File: src/rtl/touch_led_pkg.sv
`default_nettype none
// +--------------------------------------------------------------------------+
// | touch_led_pkg                                                            |
// | Mode codes, LED patterns and mode sequencing for touch_led_sched.        |
// | Revision: 1.0                                                            |
// +--------------------------------------------------------------------------+
package touch_led_pkg;

  typedef enum logic [1:0] {
    MODE_OFF   = 2'd0,
    MODE_ON    = 2'd1,
    MODE_BLINK = 2'd2,
    MODE_RUN   = 2'd3
  } mode_e;

  // LEDs are active-low: a 0 bit lights the LED.
  localparam logic [3:0] LED_ALL_OFF = 4'b1111;
  localparam logic [3:0] LED_ALL_ON  = 4'b0000;
  localparam logic [3:0] RUN_START   = 4'b1110;

  function automatic mode_e next_mode(input mode_e m);
    case (m)
      MODE_OFF:   next_mode = MODE_ON;
      MODE_ON:    next_mode = MODE_BLINK;
      MODE_BLINK: next_mode = MODE_RUN;
      default:    next_mode = MODE_OFF;
    endcase
  endfunction

endpackage
`default_nettype wire

File: src/rtl/key_debounce.sv
`default_nettype none
// +--------------------------------------------------------------------------+
// | key_debounce                                                             |
// | Two-flop synchroniser, stable-level debounce and press/release pulses.   |
// | Revision: 1.0                                                            |
// +--------------------------------------------------------------------------+
module key_debounce #(
  parameter int unsigned CNT_DEB = 500000
) (
  input  logic sys_clk,
  input  logic sys_rst_n,
  input  logic key_i,
  output logic press_o,
  output logic rel_o
);

  localparam int unsigned     DEB_W    = (CNT_DEB > 1) ? $clog2(CNT_DEB) : 1;
  localparam logic [DEB_W-1:0] DEB_LAST = DEB_W'(CNT_DEB - 1);

  logic             sync1_q;
  logic             sync2_q;
  logic             key_state_q;
  logic [DEB_W-1:0] deb_cnt_q;
  logic             press_q;
  logic             rel_q;

  always_ff @(posedge sys_clk or negedge sys_rst_n) begin
    if (!sys_rst_n) begin
      sync1_q     <= 1'b0;
      sync2_q     <= 1'b0;
      key_state_q <= 1'b0;
      deb_cnt_q   <= '0;
      press_q     <= 1'b0;
      rel_q       <= 1'b0;
    end else begin
      sync1_q <= key_i;
      sync2_q <= sync1_q;
      press_q <= 1'b0;
      rel_q   <= 1'b0;
      // Any cycle agreeing with the accepted level restarts the stability window.
      if (sync2_q == key_state_q) begin
        deb_cnt_q <= '0;
      end else if (deb_cnt_q == DEB_LAST) begin
        deb_cnt_q   <= '0;
        key_state_q <= sync2_q;
        press_q     <= sync2_q;
        rel_q       <= ~sync2_q;
      end else begin
        deb_cnt_q <= deb_cnt_q + 1'b1;
      end
    end
  end

  assign press_o = press_q;
  assign rel_o   = rel_q;

endmodule
`default_nettype wire

File: src/rtl/touch_led_sched.sv
`default_nettype none
// +--------------------------------------------------------------------------+
// | touch_led_sched                                                          |
// | Touch-key mode scheduler driving four active-low LEDs (OFF/ON/BLINK/RUN).|
// | Option macro TOUCH_LONG_PRESS_EN: a hold of CNT_LONG cycles forces OFF.  |
// | Revision: 1.0                                                            |
// +--------------------------------------------------------------------------+
module touch_led_sched #(
  parameter int unsigned CNT_DEB   = 500000,
  parameter int unsigned CNT_LONG  = 50000000,
  parameter int unsigned CNT_BLINK = 12500000
) (
  input  logic       sys_clk,
  input  logic       sys_rst_n,
  input  logic       touch_key,
  output logic [3:0] led,
  output logic [1:0] mode
);

  import touch_led_pkg::*;

  localparam int unsigned      STEP_W    = (CNT_BLINK > 1) ? $clog2(CNT_BLINK) : 1;
  localparam logic [STEP_W-1:0] STEP_LAST = STEP_W'(CNT_BLINK - 1);

  if (CNT_DEB < 1 || CNT_LONG < 2 || CNT_BLINK < 2) begin : g_cfg_check
    $error("touch_led_sched: count parameters out of range");
  end

  logic              press_pulse;
  logic              rel_pulse;
  logic              long_hit;
  mode_e             mode_q;
  logic              armed_q;
  logic              chg_q;
  logic [STEP_W-1:0] step_q;
  logic [3:0]        led_q;

  key_debounce #(
    .CNT_DEB (CNT_DEB)
  ) u_debounce (
    .sys_clk   (sys_clk),
    .sys_rst_n (sys_rst_n),
    .key_i     (touch_key),
    .press_o   (press_pulse),
    .rel_o     (rel_pulse)
  );

`ifdef TOUCH_LONG_PRESS_EN
  localparam int unsigned     DUR_W    = $clog2(CNT_LONG + 1);
  localparam logic [DUR_W-1:0] DUR_MAX  = DUR_W'(CNT_LONG);
  localparam logic [DUR_W-1:0] DUR_LAST = DUR_W'(CNT_LONG - 1);

  logic [DUR_W-1:0] dur_q;

  always_ff @(posedge sys_clk or negedge sys_rst_n) begin
    if (!sys_rst_n) begin
      dur_q <= '0;
    end else if (press_pulse) begin
      dur_q <= '0;
    end else if (armed_q && dur_q != DUR_MAX) begin
      dur_q <= dur_q + 1'b1;
    end
  end

  // armed_q drops when this fires, so it triggers once per press.
  assign long_hit = armed_q && (dur_q == DUR_LAST);
`else
  assign long_hit = 1'b0;
`endif

  // armed_q tracks a press that may still advance the mode on release.
  always_ff @(posedge sys_clk or negedge sys_rst_n) begin
    if (!sys_rst_n) begin
      mode_q  <= MODE_OFF;
      armed_q <= 1'b0;
      chg_q   <= 1'b0;
      step_q  <= '0;
      led_q   <= LED_ALL_OFF;
    end else begin
      chg_q <= 1'b0;
      if (press_pulse) begin
        armed_q <= 1'b1;
      end
      if (long_hit) begin
        mode_q  <= MODE_OFF;
        armed_q <= 1'b0;
        chg_q   <= 1'b1;
      end else if (rel_pulse) begin
        armed_q <= 1'b0;
        if (armed_q) begin
          mode_q <= next_mode(mode_q);
          chg_q  <= 1'b1;
        end
      end

      if (chg_q) begin
        step_q <= '0;
        case (mode_q)
          MODE_ON, MODE_BLINK: led_q <= LED_ALL_ON;
          MODE_RUN:            led_q <= RUN_START;
          default:             led_q <= LED_ALL_OFF;
        endcase
      end else if (mode_q == MODE_BLINK || mode_q == MODE_RUN) begin
        if (step_q == STEP_LAST) begin
          step_q <= '0;
          led_q  <= (mode_q == MODE_BLINK) ? ~led_q : {led_q[2:0], led_q[3]};
        end else begin
          step_q <= step_q + 1'b1;
        end
      end
    end
  end

  assign mode = mode_q;
  assign led  = led_q;

endmodule
`default_nettype wire
File: config.mk
export PLATFORM = sky130hd
export DESIGN_NAME = touch_led_sched
export DESIGN_NICKNAME = d
export VERILOG_FILES = /design/src/rtl/touch_led_pkg.sv /design/src/rtl/key_debounce.sv /design/src/rtl/touch_led_sched.sv
export SDC_FILE = /design/constraint.sdc
export NUM_CORES = 1
export LEC_CHECK = 0
export ABC_AREA = 1
export CAP_MARGIN = 20
export CORE_MARGIN = 3
export CORE_UTILIZATION = 30
export DETAILED_ROUTE_END_ITERATION = 12
export PLACE_DENSITY = 0.55
export SLEW_MARGIN = 20
export SYNTH_ARGS = -nofsm -noshare
export SYNTH_HDL_FRONTEND = slang
export SYNTH_SLANG_ARGS = --single-unit
File: constraint.sdc
create_clock -name sys_clk -period 3.65 [get_ports sys_clk]
set_input_delay 0.5475 -clock sys_clk [delete_from_list [all_inputs] [get_ports sys_clk]]
set_output_delay 0.5475 -clock sys_clk [all_outputs]
set_load 0.05 [all_outputs]
* Word-level counts from Yosys, hierarchy flattened
Index checks and enable logic that the tools add are counted.
** Operators by class
- Add/subtract/negate cells :: 2
- Equality and inequality tests :: 6
- Mux-type cells :: 19
- Bitwise gates (word level) :: 3
- Reduce and logical (&&, ||, !) cells :: 9
** Operator list (count)
- $mux W24 :: 3
- $mux W19 :: 2
- $add A24 B1 Y24 const B :: 1
- $eq A24 B24 Y1 const B :: 1
- $add A19 B1 Y19 const B :: 1
- $eq A19 B19 Y1 const B :: 1
- $mux W4 :: 4
- $mux W1 :: 8
- $pmux W4 S2 :: 1
- $pmux W2 S3 :: 1
- $reduce_and A2 Y1 :: 3
- $reduce_bool A2 Y1 :: 3
- $eq A2 B2 Y1 const B :: 2
- $not A4 Y4 :: 1
- $eq A2 B1 Y1 const B :: 1
- $logic_not A2 Y1 :: 1
- $not A1 Y1 :: 2
- $reduce_or A2 Y1 :: 1
- $eq A1 B1 Y1 :: 1
- $logic_or A1 B1 Y1 :: 1
** Storage, ports and cells
- Bits in registers :: 56
- Input bits :: 3
- Output and inout port bits :: 6
- Logic and storage cells :: 50

* Depth between registers and ports, before layout
- Depth in word-level cells :: 5
- Depth in mapped cells :: 12
- Mapped depth without buffers :: 11

* Cells and area by module
From an unflattened synthesis, not the netlist that was laid out.
** Second synthesis, totals
- Cell total of the unflattened synthesis :: 434
- Area total of the unflattened synthesis :: 3289.4 sq um
** By module, submodules not included
- touch_led_sched :: times used 1, cells each 281, area each 2014.4 sq um, seq. area each 805.8 sq um
- key_debounce :: times used 1, cells each 153, area each 1275.0 sq um, seq. area each 600.6 sq um

* Worst setup path after synthesis
Ideal clock, no wire load.
- Kind :: register to register
- Start point :: reg mode_q[0] (netlist: mode[0])
- End point :: reg step_q[12]
- Setup time :: 0.122 ns
- Arrival time :: 1.828 ns
- Required time :: 3.528 ns
- Path slack :: 1.700 ns
- Cell stages (with the launch flop) :: 12
- Path buffers :: 1
- Clock period less this slack :: 1.950 ns
- Path through :: dfrtp_1 -> inv_1 -> ha_1 -> buf_6 -> nor2_4 -> nand2_8 -> nand2_2 -> inv_2 -> nand2_2 -> nor2_1 -> o21ai_0 -> nor2_1
** Between the ends
- Cells in the longest elaborated chain, start to end :: 3
- Elaborated cells on any way between the ends :: 4
- Those cells by class :: 2 x eq/ne; 2 x reduce/logical
** RTL lines
- start, declared :: RTL line touch_led_sched.sv:32 : mode_e mode_q;
- start signal, assigned :: RTL line touch_led_sched.sv:91 : mode_q <= next_mode(mode_q);
- $eq A2 B2 Y1 :: RTL line touch_led_sched.sv:103 : end else if (mode_q == MODE_BLINK || mode_q == MODE_RUN) begin
- $logic_or A1 B1 Y1 * :: RTL line touch_led_sched.sv:103
- $reduce_bool A2 Y1 (no line) *
- end signal, assigned :: RTL line touch_led_sched.sv:108 : step_q <= step_q + 1'b1;
- end, declared :: RTL line touch_led_sched.sv:35 : logic [STEP_W-1:0] step_q;
Mark *: on every way between the ends. The rest lies on a longest branch, timed or not.
A chain may end at the register's enable or synchronous reset.

* Worst setup path in the final report
- Start point :: reg led_q[2] (netlist: led[2])
- End point :: out led[2]
** RTL lines
- start, declared :: RTL line touch_led_sched.sv:36 : logic [3:0] led_q;
- start signal, assigned :: RTL line touch_led_sched.sv:106 : led_q <= (mode_q == MODE_BLINK) ? ~led_q : {led_q[2:0], led_q[3]};
- end, declared :: RTL line touch_led_sched.sv:16 : output logic [3:0] led,
No word-level cell between the ends.

==> run summary <==
HP Class: in2async
Cell variety after synth: 30
Clock root buffer: clkbuf_8
Setup TNS: 0 ns
Hold Fails Final Rpt: 0
CTS Buffer Depth: 2
Clock sink count: 56
DR vias/cell: 4.441
Syn Inst Count: 400
I/O Buffers: 8
Crit path kind: reg2out
NumNets Final: 421
Ports: 9
Final Cycle Share: 0.6128
Layout cells sized above 1: 0.1014
RSZ-0062 raised after global routing: no
Pwr/cell area: 298.1 mW/mm^2
Worst-path cell chain: clkdlybuf4s50_1
Max frequency: 0.4471 GHz
Synth Register Bits: 56
CP Data Required Time: 3.10 ns
Worst stage delay on the critical path: 0.80 ns
Postcts setup bufs: 0
Die X: 107.4 microns
Setup crit start kind: flip-flop
Final setup violation count: 0
Global-route wire length before repair: 10.64 mm
Pre-CTS WS: 1.767 ns
Status: completed
Commonest non-fill, non-tap cell in the layout: nand2_1
# rows: 36
Cell family contributing the most delay on the critical path: buffers and inverters
CP Max Fanout: 4
Drt initial violations: 79
# diodes: 0
DR DRC count: 0
GRT overflow: 0
Fill count: 1047
GR Util All Layers: 0.1111
Yosys warnings: 0
Post-DRT Antenna Nets: 0
Vias post-DR: 2429
Slew HR: 0.5418
Post-detail-place hpwl: 4.359 mm
Final Max Slew Viols: 0
H-tree Lvls: 2
Clk slew on worst S/H paths: 0.11 ns
Synthesized area: 0.003084 sq mm
Per-cell routed wire length: 10.70 microns
Inserted Clock Buffers: 5
Largest net degree at the start of global routing: 31
Arrival @ worst endpoint: 1.69 ns
Syn Area/Cell: 7.711 sq um
Clk_lat worst skew: 0.32 ns
Area delta synth->final: 10.10%
Post-CTS Resized: 0
Die area: 0.01153 sq mm
DR pass1 iterations: 4
Initial antenna violation count: 0
Crit end category: output port
Die H: 107.4 microns
Seq/Total Area, Yosys: 0.4560
Crit path buf inv count: 1
Final worst clock skew: 0.01120 ns
PnR worst setup slack: 1.413 ns
Vias in the first global route: 2394
Routed wire length: 5.854 mm
CTS tree: yes
Max-cap violations: 0
Initial Utilization: 0.3127
Post-layout min period: 2.237 ns
Leak pwr: 1.488 nW
Peak supply drop: 136.7 uV
Hold buffer count at CTS: 0
Sequential cell area: 0.001406 sq mm
Multi-input logic area: 0.001464 sq mm
Worst-margin pin slew: 0.6873 ns
Most frequent cells in the layout: nand2_1 (95), nor2_1 (81), dfrtp_1 (52)
Critical path's slowest cell: clkdlybuf4s50_1
Gpl congestion: 0.8054
Core area: 0.009864 sq mm
Syn Nets: 408
[metal layers]
metal	vias to the layer above	wire, microns	GRT usage
met5	-	0	0
met4	0	38	0.01623
met3	5	157	0.02699
met2	19	2680	0.1859
met1	1125	2978	0.1494
li1	1280	-	-
[state kept, by name, indices dropped and copies added (netlist names)]
signal / cells
chg_q: 1
u_debounce.press_o: 1
u_debounce.sync1_q: 1
u_debounce.rel_o: 1
u_debounce.key_state_q: 1
step_q: 24
mode: 2
led: 4
armed_q: 1
u_debounce.deb_cnt_q: 19
u_debounce.sync2_q: 1
[power breakdown]
group / switching (mW) / internal [mW] / total [mW]
Sequential: 0.00274 / 0.624 / 0.627
Clock: 0.220 / 0.141 / 0.362
Combinational: 0.0189 / 0.00502 / 0.0239
Total: 0.242 / 0.770 / 1.01
[cells by family after synthesis]
kind of cell | Yosys count | share of synthesized area
AOI/OAI and AO/OA | 34 | 0.06085
xor gates and xnor gates | 12 | 0.03408
adders and majority gates | 5 | 0.02028
buffers and inverters | 51 | 0.06937
DFF | 56 | 0.4560
muxes | 1 | 0.003246
and+or+nand+nor | 241 | 0.3562
[cells in the mapped netlist, drive strengths merged]
cell | instances | area, sq um
nand2 | 104 | 431.7
nor2 | 90 | 385.4
dfrtp | 52 | 1301
inv | 48 | 180.2
o21ai | 22 | 113.9
nand3 | 17 | 105.1
nor3 | 13 | 65.06
nand4 | 10 | 62.56
xor2 | 9 | 78.83
a21oi | 8 | 43.79
ha | 5 | 62.56
dfstp | 4 | 105.1
nor3b | 4 | 30.03
buf | 3 | 33.78
o21bai | 3 | 22.52
xnor2 | 3 | 26.28
or2 | 2 | 12.51
a211oi | 1 | 7.510
mux2i | 1 | 10.01
nor4 | 1 | 6.260
[layout make-up]
class,instances,area share
tap,133,0.04901
timing repair buffer,9,0.02432
multi-input combinational,293,0.4311
sequential,56,0.4141
inverter,48,0.05306
clock buffer,5,0.02027
clock inverter,3,0.008106
[worst paths after layout]
kind	start	endpoint	slack (ns)	cells past startpoint
worst max-delay path	led[2]	led[2]	1.41	1
worst min-delay path	sys_rst_n	step_q[22]	0.25	1
worst max register to register	mode[0]	step_q[22]	1.85	9
worst min register to register	u_debounce.sync1_q	u_debounce.sync2_q	0.37	0
max in group asynchronous	sys_rst_n	u_debounce.deb_cnt_q[0]	2.59	2
min in group sys_clk	u_debounce.sync1_q	u_debounce.sync2_q	0.37	0
[per-stage QoR]
stage | hold slack (ns) | std cells | cell area (sq um) | total power [mW] | utilization
2_1_floorplan | 0.2519 | 400 | 3084 | 0.6461 | -
3_3_place_gp | 0.3377 | 539 | 3299 | 0.6637 | 0.3345
3_5_place_dp | 0.3380 | 539 | 3299 | 0.6643 | 0.3345
4_1_cts | 0.2743 | 547 | 3396 | 1.035 | 0.3442
5_1_grt | 0.2885 | 547 | 3396 | 1.060 | 0.3442
6_report | 0.2550 | 547 | 3396 | 1.012 | 0.3442
Power figures use the tool's default switching activity.
